$ cat src/rtl/i_cache_if.sv
// Fetch-side and refill-side signals between the instruction fetch stage,
// the direct-mapped instruction cache and backing memory.
interface i_cache_if;
    logic          proc_read;
    logic [29:0]   proc_addr;
    logic [31:0]   proc_rdata;
    logic          proc_stall;
    logic          mem_read;
    logic [27:0]   mem_addr;
    logic [127:0]  mem_rdata;
    logic          mem_ready;

    // Cache side
    modport slave (
        input  proc_read,
        input  proc_addr,
        output proc_rdata,
        output proc_stall,
        output mem_read,
        output mem_addr,
        input  mem_rdata,
        input  mem_ready
    );

    // Fetch stage and memory side, seen as a single requester/responder
    modport master (
        output proc_read,
        output proc_addr,
        input  proc_rdata,
        input  proc_stall,
        input  mem_read,
        input  mem_addr,
        output mem_rdata,
        output mem_ready
    );
endinterface

$ cat src/rtl/i_cache.sv
// Direct-mapped, read-only instruction cache with 4-word lines, zero-latency
// hits and a blocking two-state refill controller.
module i_cache #(
    parameter int NUM_LINES = 8
) (
    input  logic  clk,
    input  logic  rst_n,
    i_cache_if.slave bus
);
    localparam int IDX_W = $clog2(NUM_LINES);
    localparam int TAG_W = 28 - IDX_W;

    typedef enum logic {
        IDLE   = 1'b0,
        REFILL = 1'b1
    } state_e;

    state_e                 state_q, state_d;
    logic [27:0]            miss_addr_q, miss_addr_d;
    logic [NUM_LINES-1:0]   valid_q;
    logic [NUM_LINES-1:0]   fill_mask;

    logic [TAG_W-1:0]       tag_mem  [NUM_LINES];
    logic [127:0]           data_mem [NUM_LINES];

    logic [1:0]             req_offset;
    logic [IDX_W-1:0]       req_index;
    logic [TAG_W-1:0]       req_tag;
    logic [127:0]           req_line;
    logic                   hit;

    logic [IDX_W-1:0]       fill_index;
    logic [TAG_W-1:0]       fill_tag;
    logic                   fill_en;

    logic                   stall_d;
    logic                   mem_read_d;
    logic [27:0]            mem_addr_d;

    // ---------------- lookup ----------------
    assign req_offset = bus.proc_addr[1:0];
    assign req_index  = bus.proc_addr[IDX_W+1:2];
    assign req_tag    = bus.proc_addr[29:IDX_W+2];

    assign req_line = data_mem[req_index];
    assign hit      = valid_q[req_index] && (tag_mem[req_index] == req_tag);

    always_comb begin
        bus.proc_rdata = req_line[31:0];
        case (req_offset)
            2'd0: bus.proc_rdata = req_line[31:0];
            2'd1: bus.proc_rdata = req_line[63:32];
            2'd2: bus.proc_rdata = req_line[95:64];
            2'd3: bus.proc_rdata = req_line[127:96];
            default: bus.proc_rdata = req_line[31:0];
        endcase
    end

    // ---------------- refill write ----------------
    assign fill_index = miss_addr_q[IDX_W-1:0];
    assign fill_tag   = miss_addr_q[27:IDX_W];
    // mem_ready outside REFILL must never touch the arrays
    assign fill_en    = (state_q == REFILL) && bus.mem_ready;

    generate
        for (genvar gi = 0; gi < NUM_LINES; gi++) begin : g_fill_mask
            assign fill_mask[gi] = fill_en && (fill_index == IDX_W'(gi));
        end
    endgenerate

    always_ff @(posedge clk) begin
        if (fill_en) begin
            data_mem[fill_index] <= bus.mem_rdata;
            tag_mem[fill_index]  <= fill_tag;
        end
    end

    always_ff @(posedge clk or negedge rst_n) begin
        if (!rst_n) begin
            valid_q <= '0;
        end else begin
            valid_q <= valid_q | fill_mask;
        end
    end

    // ---------------- controller ----------------
    always_ff @(posedge clk or negedge rst_n) begin
        if (!rst_n) begin
            state_q     <= IDLE;
            miss_addr_q <= '0;
        end else begin
            state_q     <= state_d;
            miss_addr_q <= miss_addr_d;
        end
    end

    always_comb begin
        state_d     = state_q;
        miss_addr_d = miss_addr_q;
        stall_d     = 1'b0;
        mem_read_d  = 1'b0;
        mem_addr_d  = '0;
        case (state_q)
            IDLE: begin
                if (bus.proc_read && !hit) begin
                    stall_d     = 1'b1;
                    miss_addr_d = bus.proc_addr[29:2];
                    state_d     = REFILL;
                end
            end
            REFILL: begin
                stall_d    = 1'b1;
                mem_read_d = 1'b1;
                mem_addr_d = miss_addr_q;
                if (bus.mem_ready) begin
                    state_d = IDLE;
                end
            end
            default: begin
                state_d = IDLE;
            end
        endcase
    end

    // Stall is a combinational function of proc_read, so it is gated with the
    // reset level to read 0 while rst_n is low even if a request is pending.
    assign bus.proc_stall = stall_d && rst_n;
    assign bus.mem_read   = mem_read_d;
    assign bus.mem_addr   = mem_addr_d;
endmodule

$ cat src/flat_wrapper.sv
// flat-port wrapper written by rule: the top's interface ports become plain ports
module i_cache_flat 
#(
    parameter int NUM_LINES = 8
)
  (clk, rst_n, bus_proc_read, bus_proc_addr, bus_proc_rdata, bus_proc_stall, bus_mem_read, bus_mem_addr, bus_mem_rdata, bus_mem_ready);
  i_cache_if bus_i ();
  input  logic clk;
  input  logic rst_n;
  input wire logic [$bits(bus_i.proc_read)-1:0] bus_proc_read;
  input wire logic [$bits(bus_i.proc_addr)-1:0] bus_proc_addr;
  output wire logic [$bits(bus_i.proc_rdata)-1:0] bus_proc_rdata;
  output wire logic [$bits(bus_i.proc_stall)-1:0] bus_proc_stall;
  output wire logic [$bits(bus_i.mem_read)-1:0] bus_mem_read;
  output wire logic [$bits(bus_i.mem_addr)-1:0] bus_mem_addr;
  input wire logic [$bits(bus_i.mem_rdata)-1:0] bus_mem_rdata;
  input wire logic [$bits(bus_i.mem_ready)-1:0] bus_mem_ready;
  assign bus_i.proc_read = bus_proc_read;
  assign bus_i.proc_addr = bus_proc_addr;
  assign bus_proc_rdata = bus_i.proc_rdata;
  assign bus_proc_stall = bus_i.proc_stall;
  assign bus_mem_read = bus_i.mem_read;
  assign bus_mem_addr = bus_i.mem_addr;
  assign bus_i.mem_rdata = bus_mem_rdata;
  assign bus_i.mem_ready = bus_mem_ready;
  i_cache #(.NUM_LINES(NUM_LINES)) u_core (.clk(clk), .rst_n(rst_n), .bus(bus_i));
endmodule
$ cat config.mk
export PLATFORM = sky130hd
export DESIGN_NAME = i_cache_flat
export DESIGN_NICKNAME = d
export VERILOG_FILES = /design/src/rtl/i_cache_if.sv /design/src/rtl/i_cache.sv /design/src/flat_wrapper.sv
export SDC_FILE = /design/constraint.sdc
export NUM_CORES = 1
export LEC_CHECK = 0
export ABC_AREA = 1
export CAP_MARGIN = 20
export CORE_ASPECT_RATIO = 1.25
export CORE_MARGIN = 5
export CORE_UTILIZATION = 40
export DETAILED_ROUTE_END_ITERATION = 8
export HOLD_SLACK_MARGIN = 0.1
export MAX_ROUTING_LAYER = met4
export PLACE_DENSITY = 0.58
export SLEW_MARGIN = 20
export SYNTH_ARGS = -nofsm -noshare
export SYNTH_HDL_FRONTEND = slang
export SYNTH_SLANG_ARGS = --single-unit
export TNS_END_PERCENT = 10
$ cat constraint.sdc
create_clock -name clk -period 8.9 [get_ports clk]
set_clock_uncertainty 0.2 [all_clocks]
set_input_delay 1.78 -clock clk [delete_from_list [all_inputs] [get_ports clk]]
set_output_delay 1.78 -clock clk [all_outputs]
set_load 0.03 [all_outputs]
==> results of run 1 <==
[area by class of cell]
class                   instances  area [um^2]
repair buffers                293         2990
inverters                     140          543
flip-flops and latches       1261        37700
fillers                     10888        65700
multi-input cells            2141        10600
clock inverters                60          483
well taps                    1606         2010
clock buffers                 177         3590
diodes                         25         62.6
[layout by cell type (no fill, tap or decap), types with 5 or more instances in the layout]
cell type	count
edfxtp_1	1224
nor2_1	645
o21ai_0	531
nand2_1	377
clkdlybuf4s50_1	218
o22ai_1	138
inv_1	136
clkbuf_16	136
o221ai_1	118
nand3_1	117
o211ai_1	76
buf_4	53
clkbuf_1	38
dfrtp_1	37
o21bai_1	32
o2111ai_1	32
nand4_1	28
diode_2	25
clkinv_1	21
clkinv_2	20
buf_12	18
nand3b_1	15
o21ai_1	11
nor2_4	10
or2_2	8
inv_6	7
bufinv_16	5
[where the power goes]
group          switching (mW)  internal, mW
Combinational           0.762         0.335
Sequential              0.116          6.81
Clock                    2.25          2.99
Total                    3.13          10.1
[state kept, by name, summed over array words and instances, names as in the netlist]
name / cells
u_core.data_mem: 1024
u_core.miss_addr_q: 28
u_core.state_q: 1
u_core.tag_mem: 200
u_core.valid_q: 8
[routing by layer]
layer	GRT usage, %	vias to the layer above	wire length [um]
li1	-	14440	-
met1	27.6	16145	58300
met2	35.6	1057	70800
met3	4.59	241	9550
met4	5.17	0	2620
met5	-	-	0
[per-stage QoR]
stage	worst slack (ns)	power, mW	util, %	setup TNS, ns
floorplan	-0.361	7.64	-	-238.42
global placement	1.85	8.13	43.5	0
detailed placement	1.84	8.15	43.5	0
CTS	1.83	13.4	46.8	0
global route	1.70	13.7	46.9	0
finish	1.91	13.3	46.9	0
[cells by family after synthesis]
group                  Yosys count  share of synthesized area, %
AOI/OAI and AO/OA              940                          11.5
and+or+nand+nor               1201                          9.63
buffers and inverters          406                          3.32
DFF                           1261                          75.6
[critical path: cells and delay by family]
family,cells,cell delay [ns]
buffers and inverters,5,2.17
AO/OA/AOI/OAI,3,0.82
AND/OR/NAND/NOR,1,0.09
[path summary, 6_finish.rpt]
kind	start	to	cells past startpoint
min reg2reg	u_core.valid_q[1]	u_core.valid_q[1]	1
max	bus_proc_addr[2]	bus_proc_rdata[2]	9
max reg2reg	u_core.tag_mem[3][5]	u_core.miss_addr_q[19]	16
min	u_core.valid_q[1]	u_core.valid_q[1]	1
min in group asynchronous	rst_n	u_core.miss_addr_q[20]	2
max in group asynchronous	rst_n	u_core.miss_addr_q[26]	2
==> run_results.csv, run 1 <==
group,metric,value,unit
run_status,outcome,"complete, no violations",
worst_setup_path,cpMaxStageDelayCell,"clkdlybuf4s50_1",
worst_setup_path,critPathKind,"input port to output pin",
routing,first_pass_iters,7,
die,die_x,326,um
synthesis,synth_common_cells,"edfxtp_1, nor2_1, o21ai_0",
synthesis,yosys.area.top_type,"edfxtp_1",
grt,antenna_found_initial,52,
synthesis,post-synth-top-count-cell,"edfxtp_1",
synthesis,synth-edff-count,1224,
routing,drt_iter0_drc,3163,
routing,vias,31883,
sta,tightest_slew,1.05,ns
routing,drt_wl_total,141000,um
synthesis,synth_area_per_cell,13.1,um^2
placed_design,dp.cells,5441,
sta,rsz0062_at_grt,"false",
worst_setup_path,end_kind,"output pin",
finish,area_growth_syn_to_layout,16.3,%
placed_design,dpl_cell_area,53800,um^2
finish,drive_above_1_share,6.78,%
synthesis,yosysTopAreaCellShare,73.7,%
sta,fin_crit_sh,78.5,%
flow_run,maxCapViolCount,0,
pwr,p_leak,19.3,nW
die,fp.dieArea,132000,um^2
synthesis,async_flop_share,2.93,%
sta,period_needed,6.99,ns
routing,drc_errors,0,
clock_tree,cts-htree-levels,4,
worst_setup_path,cp_cell_sequence,"buf_8, inv_8, buf_12, buf_4, o21ai_0, o22ai_1, nor2_1, o2111ai_1, clkdlybuf4s50_1",
synthesis,ys_ff_latch,1261,
clock_tree,cts_made_buffers,132,
grt,grt_max_degree,168,
die,start_util,40.3,%
synthesis,yosysWarningCount,0,
die,design.portCount,224,
sta,fmax,0.143,GHz
grt,grt_first_pass_wirelength,206000,um
worst_setup_path,cpPeakStageDelay,0.79,ns
synthesis,syn_inst,3808,
worst_setup_path,crit_fanout,97,
synthesis,syn_nets,3970,
synthesis,ys_types,24,
worst_setup_path,reg2reg_setup_slack,5.47,ns
synthesis,yosys-top-cells-area,"edfxtp_1, o21ai_0, nor2_1, nand2_1, o221ai_1",
die,rows,144,
finish,finalNetCount,4131,
pwr,power_density,229,nW/um^2
synthesis,synth_area,49800,um^2
placed_design,gp_congestion,0.781,
clock_tree,clock-sinks,1261,
clock_tree,cts.path.max_buffers,3,
routing,viasPerCell,5.59,
sta,max_slew_margin,30.0,%
synthesis,ys_seq_area_share,75.6,%
pwr,vdd_drop_max,0.000165,V
routing,wl_per_cell,24.8,um
synthesis,synth_ff_type,"edfxtp_1",
sta,hold_viol,0,
routing,postRouteAntennaNets,0,
clock_tree,insertion_delay,0.74,ns
grt,gr-usage-all-layers,21.6,%
sta,maxSlewViolCount,0,
clock_tree,cts_tree,"done",
placed_design,portBuffers,223,
grt,grt_pass1_vias,30193,
die,dieHeight,405,um
die,core_area,124000,um^2
clock_tree,postCtsResizedCells,0,
clock_tree,cts_hold_buf,0,
worst_setup_path,required,6.92,ns
placed_design,dp_hpwl,78900,um
worst_setup_path,arrival,5.01,ns
clock_tree,path_clk_slew,0.06,ns
grt,grt_overflow,0,
sta,hold_ws,0.265,ns
clock_tree,cts_setup_buffers,0,
finish,instances_no_fill,5703,
sta,finalSetupViolCount,0,
finish,fin_area,57900,um^2
worst_setup_path,start_kind,"input port",
clock_tree,cts-root-buf,"clkbuf_16",
hold_path,holdCritPathClass,"register to register",
Note: power is estimated with default switching activity, not from simulation.
==> run 2: changes to the inputs <==
clock period = 6.9 ns   (was 8.9 ns; I/O delays follow)
==> run 2 against run 1 <==
  * Final cell count about the same
  * Largest cell class unchanged
  * Hold slack improved by 0.0038 ns
  * First-iteration DRC count decreased by 8.3%
==> run_results.csv, run 2 (synthesized netlist as in run 1, its figures left out) <==
group,metric,value,unit
die,fp.dieArea,132000,um^2
worst_setup_path,reg2reg_to,"u_core.state_q",
die,dieHeight,405,um
clock_tree,cts_tree,"done",
clock_tree,clock-sinks,1261,
placed_design,gp_congestion,0.784,
hold_path,hp-start,"u_core.valid_q[7]",
clock_tree,insertion_delay,0.75,ns
sta,setup_tns,0,ns
hold_path,hold_depth,1,
pwr,power_density,295,nW/um^2
clock_tree,postCtsResizedCells,0,
worst_setup_path,reg2reg_setup_slack,3.59,ns
placed_design,pre_cts_ws,1.29,ns
worst_setup_path,arrival,3.98,ns
sta,hold_ws,0.269,ns
routing,vias,31680,
clock_tree,cts_hold_buf,0,
sta,tightest_slew,1.21,ns
finish,fin_util,47.0,%
grt,grt_max_degree,220,
sta,hold_viol,0,
clock_tree,cts_made_buffers,131,
worst_setup_path,cpMaxStageDelayCell,"buf_4",
placed_design,dp.cells,5443,
sta,rsz0062_at_grt,"false",
finish,layout_commonest_cell,"edfxtp_1",
pwr,total_power,17.1,mW
die,rows,144,
finish,finalNetCount,4133,
worst_setup_path,reg2reg_from,"u_core.tag_mem[0][13]",
worst_setup_path,crit_top_cell,"nand2_1",
pwr,p_leak,19.5,nW
routing,drc_errors,0,
grt,grt_first_pass_wirelength,208000,um
run_status,outcome,"complete, no violations",
routing,postRouteAntennaNets,0,
worst_setup_path,cp_cell_sequence,"buf_8, inv_8, buf_4, nand2_1, nand3_1, nand3_1, nand3b_1, nand2_1, nor2_1, nand2_1, nor2_1, nand3_1, nand2_1, a21boi_0, buf_4",
worst_setup_path,crit_fanout,46,
placed_design,dp_hpwl,79100,um
worst_setup_path,cpPeakStageDelay,0.44,ns
pwr,vdd_drop_max,0.000213,V
hold_path,holdCritPathClass,"register to register",
worst_setup_path,critPathKind,"input port to output pin",
flow_run,maxCapViolCount,0,
sta,finalSetupViolCount,0,
finish,most-common-layout-cells,"edfxtp_1, nor2_1, o21ai_0, nand2_1, clkdlybuf4s50_1",
sta,final.setup.worst_slack,1.34,ns
die,core_area,124000,um^2
routing,viasPerCell,5.56,
routing,drt_iter0_drc,2902,
grt,grt_pass1_vias,30816,
clock_tree,cts.path.max_buffers,3,
grt,antenna_found_initial,50,
clock_tree,path_clk_slew,0.06,ns
finish,largestRegisters,"u_core.data_mem (1024), u_core.tag_mem (200), u_core.miss_addr_q (28)",
worst_setup_path,reg2reg_depth,14,
worst_setup_path,required,5.32,ns
routing,first_pass_iters,6,
placed_design,portBuffers,223,
grt,grt_overflow,0,
finish,fin_area,58100,um^2
finish,area_growth_syn_to_layout,16.5,%
finish,largest_reg_flops,1024,
grt,gr-usage-all-layers,21.8,%
sta,max_slew_margin,19.6,%
routing,wl_per_cell,24.8,um
clock_tree,cts-htree-levels,4,
hold_path,hold_path_end,"u_core.valid_q[7]",
finish,drive_above_1_share,7.78,%
routing,drt_wl_total,142000,um
sta,period_needed,5.56,ns
die,die_x,326,um
die,design.portCount,224,
clock_tree,cts-root-buf,"clkbuf_16",
sta,maxSlewViolCount,0,
sta,fin_crit_sh,80.6,%
sta,fmax,0.180,GHz
clock_tree,cts_setup_buffers,0,
worst_setup_path,start_kind,"input port",
placed_design,dpl_cell_area,53900,um^2
finish,regMostFlops,"u_core.data_mem",
die,start_util,40.3,%
worst_setup_path,end_kind,"output pin",
finish,instances_no_fill,5700,
finish,fill_cells,10824,
==> run 2: worst max-delay path by stage <==
stage / startpoint / to / depth (start not counted)
floorplan: bus_mem_ready / u_core.valid_q[0] / 3
global placement: bus_proc_addr[2] / bus_proc_stall / 15
detailed placement: bus_proc_addr[2] / bus_proc_stall / 15
CTS: bus_proc_addr[2] / bus_proc_stall / 15
global route: bus_proc_addr[2] / bus_proc_stall / 15
finish: bus_proc_addr[2] / bus_proc_stall / 15
==> run 2: final cells by class <==
type | instances | area, um^2 | share of cell area [%]
flip-flops and latches | 1261 | 37700 | 64.9
multi-input cells | 2141 | 10600 | 18.2
clock buffers | 168 | 3530 | 6.08
repair buffers | 296 | 3100 | 5.34
well taps | 1606 | 2010 | 3.46
clock inverters | 69 | 581 | 0.999
inverters | 140 | 543 | 0.935
diodes | 19 | 47.5 | 0.0819
==> run 2: power breakdown <==
group | internal (mW) | switching, mW
sequential | 8.78 | 0.151
combinational | 0.436 | 0.989
clock | 3.87 | 2.93
==> run 2: worst max-delay path: cells and delay by family <==
family | cells | cell delay (ns)
and+or+nand+nor | 10 | 1.30
buffers and inverters | 4 | 1.09
AOI/OAI and AO/OA | 1 | 0.16
==> run 2: metal layers <==
layer / vias up / track usage [%] / wire length, um
met5: - / - / 0
met3: 249 / 4.59 / 9770
met2: 1072 / 35.8 / 69500
li1: 14438 / - / -
met4: 0 / 5.80 / 3470
met1: 15921 / 27.8 / 58900
